==> config.mk <==
export PLATFORM = sky130hd
export DESIGN_NAME = fifo_push_adapter
export DESIGN_NICKNAME = d
export VERILOG_FILES = /design/src/rtl/fifo_push_adapter_pkg.sv /design/src/rtl/fifo_push_adapter_skid_buf2.sv /design/src/rtl/fifo_push_adapter.sv
export SDC_FILE = /design/constraint.sdc
export NUM_CORES = 1
export LEC_CHECK = 0
export CORE_AREA = 2 2 57 59
export DETAILED_ROUTE_END_ITERATION = 8
export DIE_AREA = 0 0 59 61
export PLACE_DENSITY = 0.75
export SETUP_SLACK_MARGIN = 0.5
export SYNTH_ARGS = -nofsm -noshare
export SYNTH_HDL_FRONTEND = slang
export SYNTH_HIERARCHICAL = 1
export SYNTH_SLANG_ARGS = --single-unit
==> constraint.sdc <==
create_clock -name wclk -period 2.49 [get_ports wclk]
set_clock_uncertainty 0.2 [all_clocks]
set_input_delay 0.747 -clock wclk [delete_from_list [all_inputs] [get_ports wclk]]
set_output_delay 0.747 -clock wclk [all_outputs]
set_load 0.005 [all_outputs]
==> src/rtl/fifo_push_adapter_pkg.sv <==
// Shared types and constants for the packet-aware FIFO push adapter.
// Holds the FSM encoding, skid buffer depth and statistics counter width.
package fifo_push_adapter_pkg;

  typedef enum logic [1:0] {
    IDLE = 2'd0,
    PKT  = 2'd1,
    DROP = 2'd2
  } state_t;

  localparam int SKID_DEPTH = 2;
  localparam int SKID_CW    = $clog2(SKID_DEPTH + 1);
  localparam int STATS_W    = 16;

  typedef logic [SKID_CW-1:0] skid_cnt_t;
  typedef logic [STATS_W-1:0] stat_t;

endpackage

==> src/rtl/fifo_push_adapter_skid_buf2.sv <==
// skid_buf2: 2-entry in-order buffer, head visible combinationally, 1-cycle write-to-head latency.
// A write into a full buffer is ignored unless a pop happens the same cycle; head holds when it drains.
module skid_buf2
  import fifo_push_adapter_pkg::*;
#(
  parameter int DWIDTH = 8
) (
  input  logic              wclk,
  input  logic              rstn,
  input  logic              clr,
  input  logic              wr,
  input  logic              rd,
  input  logic [DWIDTH-1:0] wdata,
  output logic [DWIDTH-1:0] head,
  output skid_cnt_t         count
);

  localparam skid_cnt_t FULL = skid_cnt_t'(SKID_DEPTH);

  logic [DWIDTH-1:0] ent0;
  logic [DWIDTH-1:0] ent1;
  logic              do_rd;
  logic              do_wr;

  assign do_rd = rd && (count != '0);
  assign do_wr = wr && ((count != FULL) || do_rd);
  assign head  = ent0;

  always_ff @(posedge wclk or negedge rstn) begin
    if (!rstn) begin
      ent0  <= '0;
      ent1  <= '0;
      count <= '0;
    end else if (clr) begin
      count <= '0;
    end else begin
      case ({do_wr, do_rd})
        2'b10: begin
          count <= count + 1'b1;
          if (count == '0) ent0 <= wdata;
          else             ent1 <= wdata;
        end
        2'b01: begin
          count <= count - 1'b1;
          // Last entry leaving: keep ent0 so the head output holds its value.
          if (count == FULL) ent0 <= ent1;
        end
        2'b11: begin
          if (count == FULL) begin
            ent0 <= ent1;
            ent1 <= wdata;
          end else begin
            ent0 <= wdata;
          end
        end
        default: ;
      endcase
    end
  end

endmodule

==> src/rtl/fifo_push_adapter.sv <==
// fifo_push_adapter: packet-aware skid stage feeding an async FIFO write port; optional stats via FIFO_PUSH_ADAPTER_STATS_EN.
// Accept-to-push latency 1 cycle; s_ready registered, drops with 2 beats buffered, held high while discarding.
module fifo_push_adapter
  import fifo_push_adapter_pkg::*;
#(
  parameter int DWIDTH    = 8,
  parameter int MAX_BEATS = 16
) (
  input  logic              wclk,
  input  logic              rstn,
  input  logic              soft_clr,
  input  logic              s_valid,
  output logic              s_ready,
  input  logic [DWIDTH-1:0] s_data,
  input  logic              s_last,
  output logic              push,
  output logic [DWIDTH-1:0] din,
  input  logic              fifo_full,
  input  logic              overflow,
  output logic              pkt_err,
  output logic              ovf_err,
  output logic              busy
`ifdef FIFO_PUSH_ADAPTER_STATS_EN
  ,
  output logic [STATS_W-1:0] pkt_cnt,
  output logic [STATS_W-1:0] drop_cnt
`endif
);

  localparam int             BW       = $clog2(MAX_BEATS + 1);
  localparam logic [BW-1:0]  LAST_IDX = BW'(MAX_BEATS);
  localparam skid_cnt_t      BUF_FULL = skid_cnt_t'(SKID_DEPTH);

  state_t            state;
  state_t            state_nxt;
  logic [BW-1:0]     beat_cnt;
  logic [BW-1:0]     beat_cnt_nxt;
  logic              accept;
  logic              buf_wr;
  logic              trunc;
  skid_cnt_t         buf_cnt;
  skid_cnt_t         buf_cnt_nxt;
  logic [DWIDTH-1:0] buf_head;

  assign accept = s_valid & s_ready;
  assign buf_wr = accept & (state != DROP) & ~soft_clr;
  assign push   = (buf_cnt != '0) & ~fifo_full;
  assign din    = buf_head;
  assign busy   = (state != IDLE) | (buf_cnt != '0);

  skid_buf2 #(
    .DWIDTH(DWIDTH)
  ) u_skid (
    .wclk  (wclk),
    .rstn  (rstn),
    .clr   (soft_clr),
    .wr    (buf_wr),
    .rd    (push),
    .wdata (s_data),
    .head  (buf_head),
    .count (buf_cnt)
  );

  always_comb begin
    buf_cnt_nxt = buf_cnt;
    if (buf_wr && !push)      buf_cnt_nxt = buf_cnt + 1'b1;
    else if (!buf_wr && push) buf_cnt_nxt = buf_cnt - 1'b1;
  end

  always_ff @(posedge wclk or negedge rstn) begin
    if (!rstn) begin
      state    <= IDLE;
      beat_cnt <= '0;
    end else begin
      state    <= state_nxt;
      beat_cnt <= beat_cnt_nxt;
    end
  end

  always_comb begin
    state_nxt    = state;
    beat_cnt_nxt = beat_cnt;
    trunc        = 1'b0;
    if (accept) begin
      case (state)
        IDLE, PKT: begin
          if (s_last) begin
            state_nxt    = IDLE;
            beat_cnt_nxt = '0;
          end else if (beat_cnt + 1'b1 == LAST_IDX) begin
            // The limit beat itself is still written; only later beats are discarded.
            state_nxt    = DROP;
            beat_cnt_nxt = LAST_IDX;
            trunc        = 1'b1;
          end else begin
            state_nxt    = PKT;
            beat_cnt_nxt = beat_cnt + 1'b1;
          end
        end
        DROP: begin
          if (s_last) begin
            state_nxt    = IDLE;
            beat_cnt_nxt = '0;
          end
        end
        default: begin
          state_nxt    = IDLE;
          beat_cnt_nxt = '0;
        end
      endcase
    end
    if (soft_clr) begin
      state_nxt    = IDLE;
      beat_cnt_nxt = '0;
      trunc        = 1'b0;
    end
  end

  always_ff @(posedge wclk or negedge rstn) begin
    if (!rstn) begin
      s_ready <= 1'b0;
      pkt_err <= 1'b0;
      ovf_err <= 1'b0;
    end else begin
      pkt_err <= trunc;
      if (soft_clr)      ovf_err <= 1'b0;
      else if (overflow) ovf_err <= 1'b1;
      if (soft_clr)               s_ready <= 1'b0;
      else if (state_nxt == DROP) s_ready <= 1'b1;
      else                        s_ready <= (buf_cnt_nxt < BUF_FULL);
    end
  end

`ifdef FIFO_PUSH_ADAPTER_STATS_EN
  logic pkt_done;
  logic drop_beat;

  assign pkt_done  = accept & s_last & ~soft_clr;
  assign drop_beat = accept & (state == DROP) & ~soft_clr;

  always_ff @(posedge wclk or negedge rstn) begin
    if (!rstn) begin
      pkt_cnt  <= '0;
      drop_cnt <= '0;
    end else if (soft_clr) begin
      pkt_cnt  <= '0;
      drop_cnt <= '0;
    end else begin
      if (pkt_done)  pkt_cnt  <= pkt_cnt + 1'b1;
      if (drop_beat) drop_cnt <= drop_cnt + 1'b1;
    end
  end
`endif

endmodule

==> out/results.ini <==
[logic_synthesis]
yosysTopAreaCellShare_pct=48.7
syn-mean-instance-area_um2=11.7
synth.distinct_cells=38
async_flop_share_pct=100
synth_edf_count=0
ys_seq_area_share_pct=48.7
yosys_warnings=6
ys_seq_elements=28
synth_area_leaders=dfrtp_1, mux2_2, nand2_1
ys.flop_type=dfrtp_1
synth.largest_area_cell=dfrtp_1
synth.net_count=140
synthesis.area_mm2=0.00144
syn_inst=123

[drt]
antenna_left=0
via_per_inst=5.63
vias=1211
initialDrtViolationCount=30
finalWirelength_um=3370
dr.pass1.iters=4
wl_per_cell_um=15.7
drc=0

[finish]
finalNonFillerCells=215
final_common_cell=dfrtp_1
area_delta_synth_final_pct=52.3
layout_common_cells=dfrtp_1, buf_4, mux2_4
fin_nets=200
utilization_pct=74.3
diodes=0
drive_gt1_share_pct=46.2

[clock_network]
clk_latency_ps=320
ctsHoldBuffers=0
cts_buffers=3
clk_pin_slew_ps=150
cts-root-buf=clkbuf_4
numClockSinks=28
ctsLongestPathBuffers=2
h-tree-depth=1
cts_tree=yes

[setup_path]
crit_fanout=2
critPathLaunchType=input port
worst-path-buf-inv=2
worstPathRequired_ps=1540
worstPathCellList=clkdlybuf4s15_2 -> nor2_4 -> buf_2
worstSetupStartpoint=fifo_full
critical_path_class=input port to output port
crit_family=buffers and inverters
crit_slowest_cell=clkdlybuf4s15_2
cp.arrival_ps=1190
max_stage_delay_ps=210
ff2ff_setup_slack_ps=390
cp_num_cells=3
r2r_cells=7
end_kind=output port
r2r_start=state[0]
endpoint=push
timing.rr.end=u_skid/head[7]

[global_route]
grt_pass1_vias=1241
antenna_found_initial=0
grt_use_total_pct=19.9
grt_pass1_wl_um=5470
grt_max_degree=29
grt-ovfl-total=0

[sta]
slew_viol_final=0
rsz0062_at_grt=yes
setup_ws_ps=357
finalCritPeriodShare_pct=85.7
slew-limit-headroom_pct=73.7
worst_pin_slew_ps=390
finalSetupViolCount=0
hold_viol=0
fin_crit_ps=2130
max_freq_ghz=0.469

[placed_design]
gp_congestion=0.814
place_inst=195
dpl.hpwl_um=2350
port_buffers=27
place_ws_ps=-398

[die]
dieArea_mm2=0.00360
core_area_mm2=0.00295
start_util_pct=48.8
ioPinCount=28
die_w_um=59
die_h_um=61
core.rowCount=20

[job]
cap_viol_max_count=0

[min_path]
hold_class=flop to flop
holdPathStages=2

[pwr]
total_power_mw=1.09
ir_drop_uv=268
leakagePower_nw=1.02
power.density_mw_per_mm2=498

[outcome]
run_status=finished, final reports clean

repair_timing:
| item | 4_1_cts | 5_1_grt |
|---|---|---|
| resized for setup | 43 | 4 |
| gates cloned | 0 | 0 |
| setup buffers | 13 | 3 |
| endpoints found under the setup margin | 34 | 21 |
| pin swaps | 6 | 2 |
worst min-delay path by stage:
| stage | startpoint | to | slack [ps] |
|---|---|---|---|
| finish | ovf_err | ovf_err | 320 |
| global route | u_skid/head[3] | u_skid/head[3] | 350 |
| CTS | ovf_err | ovf_err | 320 |
| detailed placement | ovf_err | ovf_err | 290 |
| global placement | ovf_err | ovf_err | 270 |
| floorplan | rstn | beat_cnt[0] | 250 |
final cells by class:
cell class | count | area (um2)
multi-input cells | 91 | 887
inverters | 2 | 7.51
flip-flops and latches | 28 | 701
clock buffers | 4 | 36.3
fillers | 204 | 759
well taps | 33 | 41.3
repair buffers | 57 | 520
stage by stage:
step / TNS (ps) / hold slack, ps / instance area, um2
finish: 0 / 318 / 2190
global route: 0 / 346 / 2190
CTS: 0 / 322 / 2160
detailed placement: -6470 / 293 / 2010
global placement: -5760 / 274 / 2010
floorplan: 0 / 251 / 1590
report_power, final:
| group | total [mW] | switching [mW] | internal (mW) |
|---|---|---|---|
| combinational | 0.329 | 0.108 | 0.220 |
| sequential | 0.548 | 0.0323 | 0.515 |
| clock | 0.215 | 0.126 | 0.0893 |
state kept, by name, summed over array words and instances, names as in the netlist:
name          cells
u_skid/count      2
u_skid/ent1       8
pkt_err           1
ovf_err           1
beat_cnt          5
s_ready           1
u_skid/head       8
state             2
worst register-to-register path, cell delays in order, from the launching register on:
cell and delay [ps]:
dfrtp_1 420, nand2b_4 150, nor3b_4 300, nor2b_4 70
o21ai_4 140, buf_12 150, mux2_4 300, mux2_4 260
metal layers:
| layer | vias up | global-route usage (%) | routed length [um] |
|---|---|---|---|
| met1 | 615 | 24.3 | 1430 |
| met4 | 0 | 7.14 | 27 |
| met2 | 21 | 37.0 | 1830 |
| met3 | 2 | 1.28 | 83 |
| li1 | 573 | - | - |
| met5 | - | 0 | 0 |
kinds of logic after synthesis:
kind of cell               count (synthesis)  share of synthesized area [%]
and+or+nand+nor                           34                           13.9
AOI/OAI and AO/OA                         28                           13.7
DFF                                       28                           48.7
muxes                                     25                           19.5
buffers and inverters                      4                           1.22
xor gates and xnor gates                   2                           1.22
adders and majority gates                  2                           1.74
cells in the mapped netlist, drive strengths merged (2+ instances only):
cell type	n
a21oi	11
a31oi	2
dfrtp	28
ha	2
inv	2
mux2	25
nand2	11
nand3	2
nor2	5
nor2b	2
nor3	3
nor3b	2
o21ai	9
xor2	2
(Power assumes the default switching activity.)
==> RTL change, RTL diff (same flow settings) <==
Set the package constant `SKID_DEPTH` to 8 (it was 2).
--- a/src/rtl/fifo_push_adapter_pkg.sv
+++ b/src/rtl/fifo_push_adapter_pkg.sv
@@ -8,7 +8,7 @@
     DROP = 2'd2
   } state_t;
 
-  localparam int SKID_DEPTH = 2;
+  localparam int SKID_DEPTH = 8;
   localparam int SKID_CW    = $clog2(SKID_DEPTH + 1);
   localparam int STATS_W    = 16;
 
Behaviour: not the same (Yosys sat finds a counterexample within 4 cycles, from zero or initial values and one cycle with rstn low).
==> RTL change against the original RTL <==
  * The flow now finishes with violations (setup timing)
  * Setup slack worse by 400 ps
  * Synthesized area is 14% higher
  * Critical path depth is 7 higher
  * Sequential cell count is 2 higher
  * Power is 5.5% higher
  * Largest power group unchanged
  * Largest cell class unchanged
  * Maximum frequency is 16% lower
  * Final area is 22% higher
  * Wire length is 69% higher
==> RTL change: results (changes against the original RTL) <==
The flow ran to the end, but the final reports show violations. The final reports fail on setup timing. The net count after synthesis was 162 (was 140); the area fraction in compound gates after synthesis was 12.6% (was 13.7%). Met1 track demand over resource: 32.5% (was 24.3%). The number of instances in the synthesized netlist is 144 (was 123). The run gives 255 (was 215) as the final cell count without fillers.

The multiplexer share of the synthesized area was 19.1% (was 19.5%). The area share of fa/ha/maj cells after synthesis was 2.28% (was 1.74%). Synth top cells by count: sky130_fd_sc_hd__dfrtp_1, sky130_fd_sc_hd__mux2_1, sky130_fd_sc_hd__nor2_1, sky130_fd_sc_hd__nand2_1, sky130_fd_sc_hd__mux2_2 (was sky130_fd_sc_hd__dfrtp_1, sky130_fd_sc_hd__mux2_2, sky130_fd_sc_hd__nand2_1, sky130_fd_sc_hd__a21oi_1, sky130_fd_sc_hd__o21ai_0). The logs give 239 (was 200) for the final-stage net count and 1.26 nW (was 1.02 nW) for the cell leakage power.

The tools report the worst relative slew slack as 74.0% (was 73.7%). The number of DRC markers in iteration 0 was 126 (was 30); the global-route met2 utilization was 50.6% (was 37.0%). The arrival time of data at the critical path endpoint is 2530 ps (was 1190 ps), and the combinational power is 0.274 mW (was 0.329 mW). The worst-path maximum fanout was 8 (was 2); the post-detailed-route wirelength per cell was 22.3 um (was 15.7 um).

Largest cells by area after synthesis: sky130_fd_sc_hd__dfrtp_1, sky130_fd_sc_hd__mux2_1, sky130_fd_sc_hd__mux2_2 (was sky130_fd_sc_hd__dfrtp_1, sky130_fd_sc_hd__mux2_2, sky130_fd_sc_hd__nand2_1). Half-perimeter wire length after placement: 2.80 mm (was 2.35 mm). The setup fix buffers added after clock tree synthesis is 22 (was 13), and the CTS buffer count is 5 (was 3). The final-report setup violation count was 9 (was 0).

The post-route setup TNS is -251 ps (was 0 ps). The standard cell area after detailed placement was 2270 um^2 (was 2010 um^2); the number of global-route vias before repair was 1503 (was 1241). For the part of the Yosys area used for sequential elements, the log shows 45.7% (was 48.7%).

The logs give 124 (was 204) for the filler cell count and 31 (was 29) for the pin count of the biggest net entering global routing. The post-route worst setup slack was -45.7 ps (was 357 ps); the via density per instance was 6.05 (was 5.63). The number of placed instances, taps included is 221 (was 195), and the number of H-tree levels is 2 (was 1). The clock edge transition at the registers on the reported setup and hold paths came out at 110 ps (was 150 ps).

For the worst vdd rail ir drop, the log shows 0.240 mV (was 0.268 mV).
-- RTL change: worst max-delay path, cell delays in order (launching register included) --
cell                      delay (ps)
sky130_fd_sc_hd__dfrtp_2         460
sky130_fd_sc_hd__nor4_2          300
sky130_fd_sc_hd__buf_4           190
sky130_fd_sc_hd__nor2_4           50
sky130_fd_sc_hd__buf_6           120
sky130_fd_sc_hd__buf_6           110
sky130_fd_sc_hd__mux2_4          260
sky130_fd_sc_hd__a22oi_2         210
sky130_fd_sc_hd__nor2_4           60
sky130_fd_sc_hd__buf_12          150
sky130_fd_sc_hd__mux2_4          300
-- RTL change: final cells by class --
type / count / share of cell area, %
Timing Repair Buffer: 75 / 25.9
Clock buffer: 7 / 2.06
Sequential cell: 30 / 28.2
Multi-Input combinational cell: 108 / 42.0
Inverter: 1 / 0.140
Clock inverter: 1 / 0.187
Tap cell: 33 / 1.54
-- RTL change: final timing paths --
check                      cells after the start                   startpoint                         end  slack (ps)
setup / recovery                              10  u_skid/count[2]$_DFFE_PN0P_  u_skid/head[3]$_DFFE_PN0P_         -50
hold / removal                                 1   u_skid/head[7]$_DFFE_PN0P_  u_skid/head[7]$_DFFE_PN0P_         310
setup reg to reg                              10  u_skid/count[2]$_DFFE_PN0P_  u_skid/head[3]$_DFFE_PN0P_         -50
hold reg to reg                                1   u_skid/head[7]$_DFFE_PN0P_  u_skid/head[7]$_DFFE_PN0P_         310
max in group asynchronous                      2                         rstn  u_skid/head[3]$_DFFE_PN0P_        1190
min in group asynchronous                      2                         rstn           s_ready$_DFF_PN0_         590
-- RTL change: routing by layer --
layer  share of wire [%]  up-vias
li1                    -      683
met1                  41      806
met2                  53       46
met3                 3.1        8
met4                 2.0        0
met5                   0        -
